File: config.mk
export PLATFORM = sky130hd
export DESIGN_NAME = bus_arbiter_mux_flat
export DESIGN_NICKNAME = d
export VERILOG_FILES = /design/src/rtl/bus_arbiter_mux_if.sv /design/src/rtl/bus_arbiter_mux.sv /design/src/flat_wrapper.sv
export SDC_FILE = /design/constraint.sdc
export NUM_CORES = 1
export LEC_CHECK = 0
export ABC_AREA = 1
export BUFFER_PORTS_ARGS = -buffer_cell sky130_fd_sc_hd__buf_2
export CORE_MARGIN = 5
export CORE_UTILIZATION = 45
export DETAILED_ROUTE_END_ITERATION = 6
export GPL_ROUTABILITY_DRIVEN = 0
export GPL_TIMING_DRIVEN = 0
export PLACE_DENSITY = 0.77
export SLEW_MARGIN = 0
export SYNTH_ARGS = -nofsm -noshare
export SYNTH_HDL_FRONTEND = slang
export SYNTH_SLANG_ARGS = --single-unit
File: constraint.sdc
create_clock -name Clk -period 5.4 [get_ports Clk]
set_input_delay 1.08 -clock Clk [delete_from_list [all_inputs] [get_ports Clk]]
set_output_delay 1.08 -clock Clk [all_outputs]
set_load 0.02 [all_outputs]
File: src/rtl/bus_arbiter_mux_if.sv
// Interface bundling the request side (gates, data, lock, mode) and the
// registered bus side (grant, index, bus value, valid) of bus_arbiter_mux.
// Optional conflict monitor signals exist only when BUS_CONFLICT_CHECK_EN is defined.
interface bus_arbiter_mux_if #(
  parameter int WIDTH = 16,
  parameter int N_SRC = 4,
  parameter int IDX_W = $clog2(N_SRC)
);
  logic [N_SRC-1:0]       Gate;
  logic [N_SRC*WIDTH-1:0] Data;
  logic                   Lock;
  logic                   RR_Mode;
  logic [N_SRC-1:0]       Grant;
  logic [IDX_W-1:0]       Grant_Idx;
  logic [WIDTH-1:0]       Bus_Out;
  logic                   Bus_Valid;
`ifdef BUS_CONFLICT_CHECK_EN
  logic                   Conflict;
  logic [15:0]            Conflict_Count;

  modport master (
    output Gate, Data, Lock, RR_Mode,
    input  Grant, Grant_Idx, Bus_Out, Bus_Valid, Conflict, Conflict_Count
  );
  modport slave (
    input  Gate, Data, Lock, RR_Mode,
    output Grant, Grant_Idx, Bus_Out, Bus_Valid, Conflict, Conflict_Count
  );
`else
  modport master (
    output Gate, Data, Lock, RR_Mode,
    input  Grant, Grant_Idx, Bus_Out, Bus_Valid
  );
  modport slave (
    input  Gate, Data, Lock, RR_Mode,
    output Grant, Grant_Idx, Bus_Out, Bus_Valid
  );
`endif
endinterface

File: src/rtl/bus_arbiter_mux.sv
// Registered N_SRC-to-1 bus arbiter/multiplexer with run-time selectable
// fixed-priority or round-robin arbitration and multi-cycle bus lock.
// Optional feature macro: BUS_CONFLICT_CHECK_EN adds a registered Conflict
// flag and a saturating Conflict_Count of edges with more than one gate high.
module bus_arbiter_mux #(
  parameter int WIDTH = 16,
  parameter int N_SRC = 4,
  parameter int IDX_W = $clog2(N_SRC)
) (
  input  logic              Clk,
  input  logic              Reset,
  bus_arbiter_mux_if.slave  bus
);

  typedef enum logic [1:0] {
    ST_IDLE   = 2'd0,
    ST_OWNED  = 2'd1,
    ST_LOCKED = 2'd2
  } state_t;

  state_t             state_q;
  logic [N_SRC-1:0]   grant_q;
  logic [IDX_W-1:0]   idx_q;
  logic [IDX_W-1:0]   ptr_q;
  logic [WIDTH-1:0]   bus_out_q;
  logic               valid_q;

  logic [IDX_W-1:0]   fp_idx;
  logic [IDX_W-1:0]   rr_idx;
  logic [IDX_W-1:0]   win_idx_d;
  logic [WIDTH-1:0]   win_data;
  logic [WIDTH-1:0]   owner_data;
  logic               any_gate;
  logic               hold_owner;
  logic               multi_gate;
  int                 cand;

  // One-hot encode a source index.
  function automatic logic [N_SRC-1:0] onehot(input logic [IDX_W-1:0] i);
    logic [N_SRC-1:0] v;
    v    = {N_SRC{1'b0}};
    v[i] = 1'b1;
    return v;
  endfunction

  // Round-robin pointer successor, wrapping after the last source.
  function automatic logic [IDX_W-1:0] next_ptr(input logic [IDX_W-1:0] w);
    if (w == IDX_W'(N_SRC - 1)) begin
      return {IDX_W{1'b0}};
    end else begin
      return w + {{(IDX_W-1){1'b0}}, 1'b1};
    end
  endfunction

  // Lowest asserted gate wins in fixed-priority mode (scan downward so the last hit is the lowest).
  always_comb begin
    fp_idx = {IDX_W{1'b0}};
    for (int i = N_SRC - 1; i >= 0; i--) begin
      if (bus.Gate[IDX_W'(i)]) begin
        fp_idx = IDX_W'(i);
      end else begin
        fp_idx = fp_idx;
      end
    end
  end

  // Round-robin search starting at the pointer, wrapping modulo N_SRC; scanning backwards keeps the closest hit.
  always_comb begin
    rr_idx = {IDX_W{1'b0}};
    cand   = 0;
    for (int k = N_SRC - 1; k >= 0; k--) begin
      cand = int'(ptr_q) + k;
      if (cand >= N_SRC) begin
        cand = cand - N_SRC;
      end else begin
        cand = cand;
      end
      if (bus.Gate[IDX_W'(cand)]) begin
        rr_idx = IDX_W'(cand);
      end else begin
        rr_idx = rr_idx;
      end
    end
  end

  // Winner selection, lock-hold detection and source data muxing.
  always_comb begin
    any_gate   = |bus.Gate;
    multi_gate = |(bus.Gate & (bus.Gate - {{(N_SRC-1){1'b0}}, 1'b1}));
    if (bus.RR_Mode) begin
      win_idx_d = rr_idx;
    end else begin
      win_idx_d = fp_idx;
    end
    hold_owner = (state_q == ST_LOCKED) && bus.Gate[idx_q];
    win_data   = bus.Data[int'(win_idx_d) * WIDTH +: WIDTH];
    owner_data = bus.Data[int'(idx_q) * WIDTH +: WIDTH];
  end

  // Ownership FSM with registered grant, index, bus value and valid.
  always_ff @(posedge Clk or posedge Reset) begin
    if (Reset) begin
      state_q   <= ST_IDLE;
      grant_q   <= {N_SRC{1'b0}};
      idx_q     <= {IDX_W{1'b0}};
      ptr_q     <= {IDX_W{1'b0}};
      bus_out_q <= {WIDTH{1'b0}};
      valid_q   <= 1'b0;
    end else begin
      if (hold_owner) begin
        // Locked owner still requesting: keep it whatever else is asserted.
        bus_out_q <= owner_data;
        valid_q   <= 1'b1;
        state_q   <= bus.Lock ? ST_LOCKED : ST_OWNED;
      end else if (any_gate) begin
        grant_q   <= onehot(win_idx_d);
        idx_q     <= win_idx_d;
        bus_out_q <= win_data;
        valid_q   <= 1'b1;
        state_q   <= bus.Lock ? ST_LOCKED : ST_OWNED;
        if (bus.RR_Mode) begin
          ptr_q <= next_ptr(win_idx_d);
        end else begin
          ptr_q <= ptr_q;
        end
      end else begin
        // Idle: drop grant and valid, keep last bus value and owner index; Lock is ignored.
        grant_q <= {N_SRC{1'b0}};
        valid_q <= 1'b0;
        state_q <= ST_IDLE;
      end
    end
  end

  assign bus.Grant     = grant_q;
  assign bus.Grant_Idx = idx_q;
  assign bus.Bus_Out   = bus_out_q;
  assign bus.Bus_Valid = valid_q;

`ifdef BUS_CONFLICT_CHECK_EN
  logic        conflict_q;
  logic [15:0] conflict_cnt_q;

  // Flag and count edges where several gates were asserted together.
  always_ff @(posedge Clk or posedge Reset) begin
    if (Reset) begin
      conflict_q     <= 1'b0;
      conflict_cnt_q <= 16'h0000;
    end else if (multi_gate) begin
      conflict_q <= 1'b1;
      if (conflict_cnt_q != 16'hFFFF) begin
        conflict_cnt_q <= conflict_cnt_q + 16'd1;
      end else begin
        conflict_cnt_q <= conflict_cnt_q;
      end
    end else begin
      conflict_q <= 1'b0;
    end
  end

  assign bus.Conflict       = conflict_q;
  assign bus.Conflict_Count = conflict_cnt_q;
`endif

endmodule

File: src/flat_wrapper.sv
// flat-port wrapper written by rule: the top's interface ports become plain ports
module bus_arbiter_mux_flat 
#(
  parameter int WIDTH = 16,
  parameter int N_SRC = 4,
  parameter int IDX_W = $clog2(N_SRC)
)
  (Clk, Reset, bus_Gate, bus_Data, bus_Lock, bus_RR_Mode, bus_Grant, bus_Grant_Idx, bus_Bus_Out, bus_Bus_Valid);
  bus_arbiter_mux_if #(.WIDTH(WIDTH), .N_SRC(N_SRC), .IDX_W(IDX_W)) bus_i ();
  input  logic Clk;
  input  logic Reset;
  input wire logic [$bits(bus_i.Gate)-1:0] bus_Gate;
  input wire logic [$bits(bus_i.Data)-1:0] bus_Data;
  input wire logic [$bits(bus_i.Lock)-1:0] bus_Lock;
  input wire logic [$bits(bus_i.RR_Mode)-1:0] bus_RR_Mode;
  output wire logic [$bits(bus_i.Grant)-1:0] bus_Grant;
  output wire logic [$bits(bus_i.Grant_Idx)-1:0] bus_Grant_Idx;
  output wire logic [$bits(bus_i.Bus_Out)-1:0] bus_Bus_Out;
  output wire logic [$bits(bus_i.Bus_Valid)-1:0] bus_Bus_Valid;
  assign bus_i.Gate = bus_Gate;
  assign bus_i.Data = bus_Data;
  assign bus_i.Lock = bus_Lock;
  assign bus_i.RR_Mode = bus_RR_Mode;
  assign bus_Grant = bus_i.Grant;
  assign bus_Grant_Idx = bus_i.Grant_Idx;
  assign bus_Bus_Out = bus_i.Bus_Out;
  assign bus_Bus_Valid = bus_i.Bus_Valid;
  bus_arbiter_mux #(.WIDTH(WIDTH), .N_SRC(N_SRC), .IDX_W(IDX_W)) u_core (.Clk(Clk), .Reset(Reset), .bus(bus_i));
endmodule
==> metrics.yaml, run 1 <==
outcome: "finished clean"
grt_pass1_vias: 2306
wirelength_um: 5870
ioPinCount: 95
fin_nets: 532
slowest_delay_ns: 0.19
p_switching_w: 0.000665
antenna_found_initial: 0
multi_input_area_sq_mm: 0.00108
crit_top_cell: "nand2_1"
vias_per_cell: 4.81
ys_ff_latch: 27
gr-total-overflow: 0
cts_made_buffers: 3
setup_viol: 0
dp_hpwl_um: 4660
synth_area_sq_mm: 0.00215
die_x_um: 79.1
power.density_mw_per_mm2: 479
clock-root-buffer: "clkbuf_8"
start_kind: "input pin"
clkTransAtPathRegs_ns: 0.09
cpMaxStageDelayCell: "buf_4"
r2r_end: "u_core.bus.Bus_Out[9]"
fmax_mhz: 390
ys_types: 24
portBuffers: 94
diodes: 0
final_max_slew_viol_count: 0
hold_path.startpoint: "u_core.bus.Bus_Out[9]"
startpoint: "bus_Gate[2]"
slew_headroom: 0.327
htreeDepth: 1
drive_gt1_frac: 0.251
seqPwrFrac: 0.273
synth_top_area_cell: "dfrtp_1"
r2r-start: "u_core.ptr_q[0]"
fin_area_sq_mm: 0.00274
crit_arrival_ns: 2.73
switching_share: 0.507
p_leak_nw: 1.81
via_count: 2447
tightest_slew_ns: 1.01
post_cts_resized: 0
tritoncts_num_sinks: 27
ys_seq_area_frac: 0.314
crit_fanout: 10
yosys_warnings: 0
finalCritPeriodShare: 0.475
cts_tree: "done"
hold_viol: 0
fillers: 465
comb_power_share: 0.639
crit_chain: "buf_2 > inv_1 > nand2_1 > nand2_1 > nand2_1 > nand2_1 > nand2_1 > nand2_1 > nand2_1 > nand3_1 > nand3_2 > nand2_2 > buf_4 > nand2_1 > nand3_1 > nand2_1 > nand2_1 > nand2_1"
netlist_instances: 357
ant_nets: 0
grt_max_degree: 28
synth_ff_type: "dfrtp_1"
ff_latch_area_sq_um: 676
grt_setup_unrepaired: "false"
synth.avg_cell_area_sq_um: 6.02
min_to: "u_core.bus.Bus_Out[9]"
maxCapViolations: 0
postCtsHoldBufs: 0
cp.required_ns: 5.57
synthToLayoutAreaGrowth_pct: 27.2
synth.most_common_cell: "nand2_1"
crit_family: "simple AND/OR/NAND/NOR gates"
yosysTopAreaCellShare: 0.314
rows: 25
p_clk_frac: 0.088
wire_per_inst_um: 11.5
clockBufferDepth: 2
period_minus_slack_ns: 2.56
irDropWorstVdd_v: 0.000208
clk_latency_ns: 0.27
die_h_um: 79.1
core-area_sq_mm: 0.00469
synth_common_cells: "nand2_1 (134), inv_1 (78), nand3_1 (70), dfrtp_1 (27), nor2_1 (7)"
grt_usage: 0.190
postCtsSetupBuffers: 0
async_flop_share: 1.00
setup.worst_path.end_class: "flip-flop"
internal_power_w: 0.000645
die-area_sq_mm: 0.00626
drt_iter0_drc: 113
min_path_cells: 2
hold_path_class: "reg2reg"
drcViolationCount: 0
setup_tns_ns: 0
firstDrtPassIters: 4
regToRegSetupSlack_ns: 3.28
worst-path-buf-inv: 3
grt_pass1_wl_um: 9780
start_util: 0.458
netlist_top_cells_area: "dfrtp_1 (31%), nand2_1 (23%), nand3_1 (16%)"
worstRegToRegCells: 17
fin_skew_ns: 0.00262
synth_nets: 433
path_class: "in2reg"
synth_edf_count: 0
placed_cell_area_sq_mm: 0.00269
[layer usage]
metal | vias to the layer above | share of wire | GRT usage
li1 | 1272 | - | -
met1 | 1048 | 0.45 | 0.261
met2 | 120 | 0.46 | 0.316
met3 | 7 | 0.087 | 0.0272
met4 | 0 | 0.0053 | 0.0447
met5 | - | 0 | 0
[state kept, by name (all words and copies together) (netlist names)]
name,count
u_core.bus.Grant_Idx,2
u_core.state_q,2
u_core.bus.Bus_Valid,1
u_core.ptr_q,2
u_core.bus.Grant,4
u_core.bus.Bus_Out,16
[worst reg2reg max path, delay by kind of cell (launching register included)]
family        cells  cell delay, ns
buf+inv           2            0.36
flops             1            0.38
simple gates     15            1.27
[power groups by stage]
stage          clock network, W  registers [W]  logic [W]
3_5_place_dp                  0       0.000360   0.000834
4_1_cts                0.000116       0.000357   0.000837
6_report               0.000116       0.000358   0.000837
2_1_floorplan                 0       0.000450   0.000506
5_1_grt                0.000123       0.000368   0.000947
3_3_place_gp                  0       0.000359   0.000819
[cell families after synthesis]
| logic type | after synthesis | share of synthesized area |
|---|---|---|
| fa+ha+maj | 4 | 0.0233 |
| buf+inv | 96 | 0.183 |
| simple gates | 215 | 0.423 |
| mux | 1 | 0.00465 |
| flops | 27 | 0.314 |
| compound gates | 14 | 0.0524 |
[per-stage QoR]
step / setup slack, ns / power, W / hold slack [ns] / instances / utilization
4_1_cts: 2.88 / 0.00131 / 0.488 / 509 / 0.583
2_1_floorplan: 2.98 / 0.000956 / 0.588 / 357 / -
3_5_place_dp: 2.60 / 0.00119 / 0.466 / 505 / 0.573
6_report: 2.84 / 0.00131 / 0.490 / 509 / 0.583
5_1_grt: 2.62 / 0.00144 / 0.519 / 509 / 0.583
3_3_place_gp: 2.66 / 0.00118 / 0.462 / 505 / 0.573
[layout make-up]
type | instances | share of cell area
well taps | 54 | 0.0247
flip-flops and latches | 27 | 0.247
clock buffers | 3 | 0.0151
clock inverters | 1 | 0.00183
multi-input cells | 234 | 0.396
inverters | 82 | 0.113
plain buffers | 14 | 0.0302
repair buffers | 94 | 0.172
[layout by cell type (no fill, tap or decap), drive strengths merged]
cell,count
nand3b,1
or2,1
dfrtp,27
ha,4
a22o,4
buf,103
a21oi,1
a31oi,1
o21ai,8
inv,81
mux2i,1
nand2,135
nor2,7
clkbuf,8
nand3,71
clkinv,2
[worst max path at each step]
stage,endpoint,slack (ns),depth (start not counted)
detailed placement,u_core.bus.Bus_Out[9],2.60,18
global route,u_core.bus.Bus_Out[12],2.62,18
finish,u_core.bus.Bus_Out[9],2.84,18
global placement,u_core.bus.Bus_Out[9],2.66,12
CTS,u_core.bus.Bus_Out[9],2.88,18
floorplan,u_core.bus.Bus_Out[14],2.98,11
No activity file was read; power rests on OpenSTA's default activity.
==> run 2: changes to the inputs <==
- CORE_UTILIZATION: 45 -> 43
- clock period: 5.4 -> 2.1 ns (I/O delays scaled with it)
==> run 2 against run 1 <==
  * Die area rose by 4.1%
  * Sequential share of layout area fell by 2.7 points
  * Sequential cell count did not move
  * Worst setup slack got worse by 2.8 ns
  * Design area rose by 13%
  * Global-route usage rose by 0.31 points
  * Power rose to 3.0 times the previous value
  * Largest cell class unchanged
  * Highest routed layer unchanged
==> metrics.yaml, run 2 (synthesized netlist as in run 1, its figures left out) <==
outcome: "finished clean"  # unchanged
hold_path_class: "in2reg"  # was reg2reg
layout_commonest_cell: "nand2_1"  # unchanged
setup.worst_path.end_class: "flip-flop"  # unchanged
grt_pass1_wl_um: 10200  # was 9780 um
ff_latch_area_sq_um: 678  # was 676 sq um
final_max_slew_viol_count: 0  # unchanged
firstDrtPassIters: 4  # unchanged
period_minus_slack_ns: 2.03
clkTransAtPathRegs_ns: 0.09  # about the same
wirelength_um: 6300  # was 5870 um
crit_arrival_ns: 2.19  # was 2.73 ns
start_util: 0.449  # was 0.458
htreeDepth: 1  # unchanged
largest_register_ffs: 16  # unchanged
vias_per_cell: 4.58  # was 4.81
switching_share: 0.488  # was 0.507
crit_chain: "buf_6 > o21ai_4 > nand2_1 > nand2_1 > inv_1 > nand2_1 > nand2_1 > nand3_2 > nand3_4 > nand2_8 > buf_4 > nand2_1 > nand3_1 > nand2_1 > nand2_1 > nand2_1"  # was buf_2 > inv_1 > nand2_1 > nand2_1 > nand2_1 > nand2_1 > nand2_1 > nand2_1 > nand2_1 > nand3_1 > nand3_2 > nand2_2 > buf_4 > nand2_1 > nand3_1 > nand2_1 > nand2_1 > nand2_1
ioPinCount: 95  # unchanged
fmax_mhz: 492
cp.required_ns: 2.26  # was 5.57 ns
tightest_slew_ns: 1.01  # about the same
finalCritPeriodShare: 0.967
grt_setup_unrepaired: "true"  # was false
antenna_found_initial: 0  # unchanged
die-area_sq_mm: 0.00652  # was 0.00626 sq mm
drcViolationCount: 0  # unchanged
wire_per_inst_um: 11.8  # was 11.5 um
start_kind: "flip-flop"  # was input pin
p_leak_nw: 1.94  # was 1.81 nW
multi_input_area_sq_mm: 0.00123  # was 0.00108 sq mm
rows: 25  # unchanged
fin_skew_ns: 0.00365  # was 0.00262 ns
internal_power_w: 0.00200  # was 0.000645 W
crit_fanout: 7  # was 10
cts_tree: "done"  # unchanged
clockBufferDepth: 2  # unchanged
cpMaxStageDelayCell: "dfrtp_2"  # was buf_4
gr-total-overflow: 0  # unchanged
power.density_mw_per_mm2: 1270  # was 479 mW/mm^2
slew_headroom: 0.324  # was 0.327
diodes: 0  # unchanged
fin_area_sq_mm: 0.00308  # was 0.00274 sq mm
core-area_sq_mm: 0.00479  # was 0.00469 sq mm
grt_max_degree: 28  # unchanged
setup_tns_ns: 0  # unchanged
crit_family: "simple AND/OR/NAND/NOR gates"  # unchanged
worst-path-buf-inv: 3  # unchanged
placed_cell_area_sq_mm: 0.00271  # was 0.00269 sq mm
tritoncts_num_sinks: 27  # unchanged
irDropWorstVdd_v: 0.000608  # was 0.000208 V
hold_viol: 0  # unchanged
clk_latency_ns: 0.26  # was 0.27 ns
setup_viol: 0  # unchanged
seqPwrFrac: 0.239  # was 0.273
ant_nets: 0  # unchanged
clock-root-buffer: "clkbuf_8"  # unchanged
drt_iter0_drc: 73  # was 113
p_clk_frac: 0.073  # was 0.088
maxCapViolations: 0  # unchanged
comb_power_share: 0.688  # was 0.639
slowest_delay_ns: 0.46  # was 0.19 ns
path_class: "reg2reg"  # was in2reg
dp_hpwl_um: 4780  # was 4660 um
synthToLayoutAreaGrowth_pct: 43.2  # was 27.2%
fin_total_pwr_w: 0.00391  # was 0.00131 W
fillers: 437  # was 465
crit_top_cell: "nand2_1"  # unchanged
via_count: 2448  # was 2447
die_x_um: 80.7  # was 79.1 um
cts_made_buffers: 3  # unchanged
grt_usage: 0.193  # was 0.190
final_util: 0.644  # was 0.583
fin_nets: 544  # was 532
die_h_um: 80.7  # was 79.1 um
portBuffers: 94  # unchanged
drive_gt1_frac: 0.358  # was 0.251
final_cell_mix: "nand2_1 (112), buf_2 (95), inv_1 (75), nand3_1 (59), dfrtp_1 (25)"  # was nand2_1 (134), buf_2 (97), inv_1 (78), nand3_1 (70), dfrtp_1 (27)
grt_pass1_vias: 2380  # was 2306
p_switching_w: 0.00191  # was 0.000665 W
==> run 2: cell count changes in the layout (fill, tap and decap cells not counted), sizes merged <==
cell	change
clkinv	-1
clkbuf	+2
buf	+11
==> run 2: cell type report <==
type / count / share of cell area
plain buffers: 14 / 0.0414
clock buffers: 4 / 0.0146
repair buffers: 106 / 0.196
multi-input cells: 234 / 0.399
well taps: 67 / 0.0272
inverters: 82 / 0.102
flip-flops and latches: 27 / 0.220
==> run 2: repair_timing <==
action                                  4_1_cts  5_1_grt
hold buffers                                  0        0
setup buffers                                 0        8
resized for setup                             4       66
endpoints found under the setup margin       11       18
pin swaps                                     0       18
cloned                                        0        4
==> run 2: power groups by stage <==
stage               clock, W  combinational, W  sequential, W
detailed placement         0           0.00216       0.000926
floorplan                  0           0.00130        0.00116
global route        0.000319           0.00297       0.000967
CTS                 0.000293           0.00219       0.000918
global placement           0           0.00212       0.000921
finish              0.000284           0.00269       0.000935
==> run 2: worst paths after layout <==
path	end	depth (start not counted)	slack [ns]	from
setup / recovery	u_core.bus.Bus_Out[12]	16	0.07	u_core.ptr_q[0]
min in group asynchronous	u_core.bus.Grant_Idx[0]	2	0.39	Reset
hold / removal	u_core.state_q[0]	2	0.32	bus_Lock
max in group asynchronous	u_core.bus.Grant_Idx[1]	2	1.04	Reset
hold reg to reg	u_core.bus.Bus_Out[7]	2	0.49	u_core.bus.Bus_Out[7]
setup reg to reg	u_core.bus.Bus_Out[12]	16	0.07	u_core.ptr_q[0]
==> run 2: through the flow <==
stage               hold WS, ns  instances  setup WS [ns]
floorplan                 0.473        357          0.208
global placement          0.460        518        -0.0237
detailed placement        0.467        518        -0.0720
CTS                       0.312        522        0.00183
global route              0.315        534        -0.0711
finish                    0.320        534         0.0691
==> run 2: metal layers <==
metal | global-route usage | up-vias | wire length, um
met4 | 0.0405 | 0 | 50
met5 | 0 | - | 0
met1 | 0.252 | 1066 | 2770
met2 | 0.339 | 80 | 3090
li1 | - | 1296 | -
met3 | 0.0291 | 6 | 402
==> run 3: changes to the inputs <==
- ABC_AREA: 1 -> 0
- CORE_UTILIZATION: 43 -> 41
- REMOVE_ABC_BUFFERS: not set -> 1
- SETUP_SLACK_MARGIN: not set -> 0.3
==> run 3 against run 2 <==
  * The run now ends with design-rule violations left
  * Sequential power down 14%
  * Sequential share of layout area rose by 2.2 points
  * Register-to-register slack worse by 0.03 ns
  * Global-route usage is 0.49 points lower
  * Area after synthesis shrank 18%
==> metrics.yaml, run 3 <==
outcome: "finished, violations left"  # was finished clean
violations: "design-rule violations"
worst_slack_ns: 0.0345  # was 0.0691 ns
period_minus_slack_ns: 2.07  # was 2.03 ns
fin_skew_ns: 0.00695  # was 0.00365 ns
finalCritPeriodShare: 0.984  # was 0.967
largest_register_ffs: 16  # unchanged
ys_types: 37  # was 24
wire_per_inst_um: 17.8  # was 11.8 um
cp.required_ns: 2.25  # was 2.26 ns
crit_arrival_ns: 2.22  # was 2.19 ns
tightest_slew_ns: 1.02  # was 1.01 ns
p_leak_nw: 1.35  # was 1.94 nW
final_util: 0.688  # was 0.644
ant_nets: 0  # unchanged
grt_usage: 0.188  # was 0.193
pre_cts_slack_ns: -1.29  # was -0.0720 ns
tritoncts_num_sinks: 27  # unchanged
grt_setup_unrepaired: "true"  # unchanged
fmax_mhz: 484  # was 492 MHz
clockBufferDepth: 2  # unchanged
setup_viol: 0  # unchanged
ys_ff_latch: 27  # unchanged
clk_latency_ns: 0.27  # was 0.26 ns
grt_max_degree: 28  # unchanged
portBuffers: 94  # unchanged
cts_tree: "done"  # unchanged
synth_top_area_cell: "dfrtp_1"  # unchanged
die-area_sq_mm: 0.00573  # was 0.00652 sq mm
maxCapViolations: 0  # unchanged
start_kind: "flip-flop"  # unchanged
start_util: 0.433  # was 0.449
setup_tns_ns: 0  # unchanged
grt_pass1_wl_um: 8290  # was 10200 um
drive_gt1_frac: 0.621  # was 0.358
synth_common_cells: "mux2i_1 (33), dfrtp_1 (27), nor2_1 (25), nand2_1 (13), a221oi_2 (10)"  # was nand2_1 (134), inv_1 (78), nand3_1 (70), dfrtp_1 (27), nor2_1 (7)
startpoint: "u_core.ptr_q[0]"  # unchanged
final_max_slew_viol_count: 0  # unchanged
netlist_top_cells_area: "dfrtp_1 (38%), mux2i_1 (19%), a221oi_2 (8.5%)"  # was dfrtp_1 (31%), nand2_1 (23%), nand3_1 (16%)
final_cell_mix: "buf_2 (94), nor2_1 (24), dfrtp_1 (24), buf_4 (23), mux2i_1 (19)"  # was nand2_1 (112), buf_2 (95), inv_1 (75), nand3_1 (59), dfrtp_1 (25)
netlist_instances: 170  # was 357
clkTransAtPathRegs_ns: 0.10  # was 0.09 ns
htreeDepth: 1  # unchanged
ioPinCount: 95  # unchanged
layout_commonest_cell: "buf_2"  # was nand2_1
yosys_warnings: 0  # unchanged
ys_seq_area_frac: 0.382  # was 0.314
gr-total-overflow: 0  # unchanged
dp_hpwl_um: 3720  # was 4780 um
async_flop_share: 1.00  # unchanged
r2r-start: "u_core.ptr_q[0]"  # unchanged
synthToLayoutAreaGrowth_pct: 58.8  # was 43.2%
fin_nets: 367  # was 544
die_h_um: 75.7  # was 80.7 um
hold_viol: 0  # unchanged
synth_edf_count: 0  # unchanged
synth_ff_type: "dfrtp_1"  # unchanged
rows: 23  # was 25
synth.avg_cell_area_sq_um: 10.4  # was 6.02 sq um
clock-root-buffer: "clkbuf_8"  # unchanged
wirelength_um: 6070  # was 6300 um
fillers: 286  # was 437
via_count: 1843  # was 2448
slew_headroom: 0.322  # was 0.324
vias_per_cell: 5.42  # was 4.58
setup.worst_path.end_class: "flip-flop"  # unchanged
drcViolationCount: 2  # was 0
antenna_found_initial: 0  # unchanged
hold_path.startpoint: "bus_Lock"  # unchanged
synth.most_common_cell: "mux2i_1"  # was nand2_1
die_x_um: 75.7  # was 80.7 um
synth_area_sq_mm: 0.00177  # was 0.00215 sq mm
irDropWorstVdd_v: 0.000619  # was 0.000608 V
hold_path_class: "in2reg"  # unchanged
cts_made_buffers: 3  # unchanged
power.density_mw_per_mm2: 1000  # was 1270 mW/mm^2
drt_iter0_drc: 197  # was 73
grt_pass1_vias: 1820  # was 2380
yosysTopAreaCellShare: 0.382  # was 0.314
firstDrtPassIters: 7  # was 4
core-area_sq_mm: 0.00409  # was 0.00479 sq mm
diodes: 0  # unchanged
path_class: "reg2reg"  # unchanged
crit_fanout: 10  # was 7
[run 3: changes by cell type after synthesis, moves of 5 or more]
cell | before | now
a221oi_2 | 0 | 10
mux2i_1 | 1 | 33
o21ai_0 | 3 | 8
inv_1 | 78 | 4
nand3_1 | 70 | 1
nor2_1 | 7 | 25
nand2_1 | 134 | 13
a221oi_1 | 0 | 6
[run 3: cells by family (layout without fill, tap and decap cells)]
logic type,after synthesis,count (layout),synth area share
buffers and inverters,15,135,0.0481
flip-flops,27,27,0.382
AO/OA/AOI/OAI,36,36,0.192
AND/OR/NAND/NOR,53,53,0.144
adder cells (fa/ha/maj),4,4,0.0283
multiplexers,35,35,0.206
[run 3: report_power, final]
group | switching [W] | total, W | internal [W] | leakage, nW
logic | 0.000851 | 0.00171 | 0.000860 | 1.01
clock network | 0.000161 | 0.000297 | 0.000136 | 0.0228
registers | 0.000115 | 0.000803 | 0.000688 | 0.313
[run 3: metal layers]
metal / GRT usage / share of wire
met1: 0.240 / 0.38
met3: 0.0501 / 0.067
met4: 0.0272 / 0.018
met5: 0 / 0
met2: 0.328 / 0.53
[run 3: final timing paths]
path / to / slack (ns) / cells past startpoint
worst max-delay path: u_core.bus.Bus_Out[2] / 0.03 / 8
worst min-delay path: u_core.state_q[0] / 0.30 / 2
worst max register to register: u_core.bus.Bus_Out[2] / 0.03 / 8
worst min register to register: u_core.bus.Grant[1] / 0.49 / 2
max in group asynchronous: u_core.bus.Grant_Idx[0] / 1.03 / 2
min in group asynchronous: u_core.bus.Grant_Idx[1] / 0.38 / 2
[run 3: through the flow]
| stage | power (W) | cell area, sq um | hold WS [ns] | instances |
|---|---|---|---|---|
| final | 0.00281 | 2810 | 0.300 | 340 |
| after floorplan | 0.00160 | 1700 | 0.473 | 160 |
| after global routing | 0.00298 | 2810 | 0.288 | 340 |
| after CTS | 0.00256 | 2560 | 0.295 | 328 |
| after global placement | 0.00193 | 2240 | 0.463 | 304 |
| after detailed placement | 0.00199 | 2260 | 0.469 | 305 |
[run 3: area by class of cell]
cell class | instances | area, sq um | share of cell area
Multi-Input combinational cell | 128 | 1210 | 0.430
Timing Repair inverter | 1 | 7.51 | 0.00267
Tap cell | 50 | 62.6 | 0.0223
Clock buffer | 4 | 45.0 | 0.0160
Timing Repair Buffer | 125 | 783 | 0.279
Inverter | 5 | 25.0 | 0.00890
Sequential cell | 27 | 679 | 0.242
[run 3: timing repair]
action / CTS / global route
gates resized for setup: 21 / 36
hold buffers: 0 / 0
gates cloned: 2 / 2
setup buffers: 17 / 10
pin swaps: 13 / 8
setup endpoints to repair: 22 / 21
[run 3: critical path, stage by stage, from the launching register on]
cell and delay [ns]:
dfrtp_2 0.44, and2b_1 0.24, nor4_2 0.06, or3_4 0.36, mux2i_4 0.20, buf_4 0.17
buf_16 0.14, mux2i_2 0.25, a221oi_2 0.09
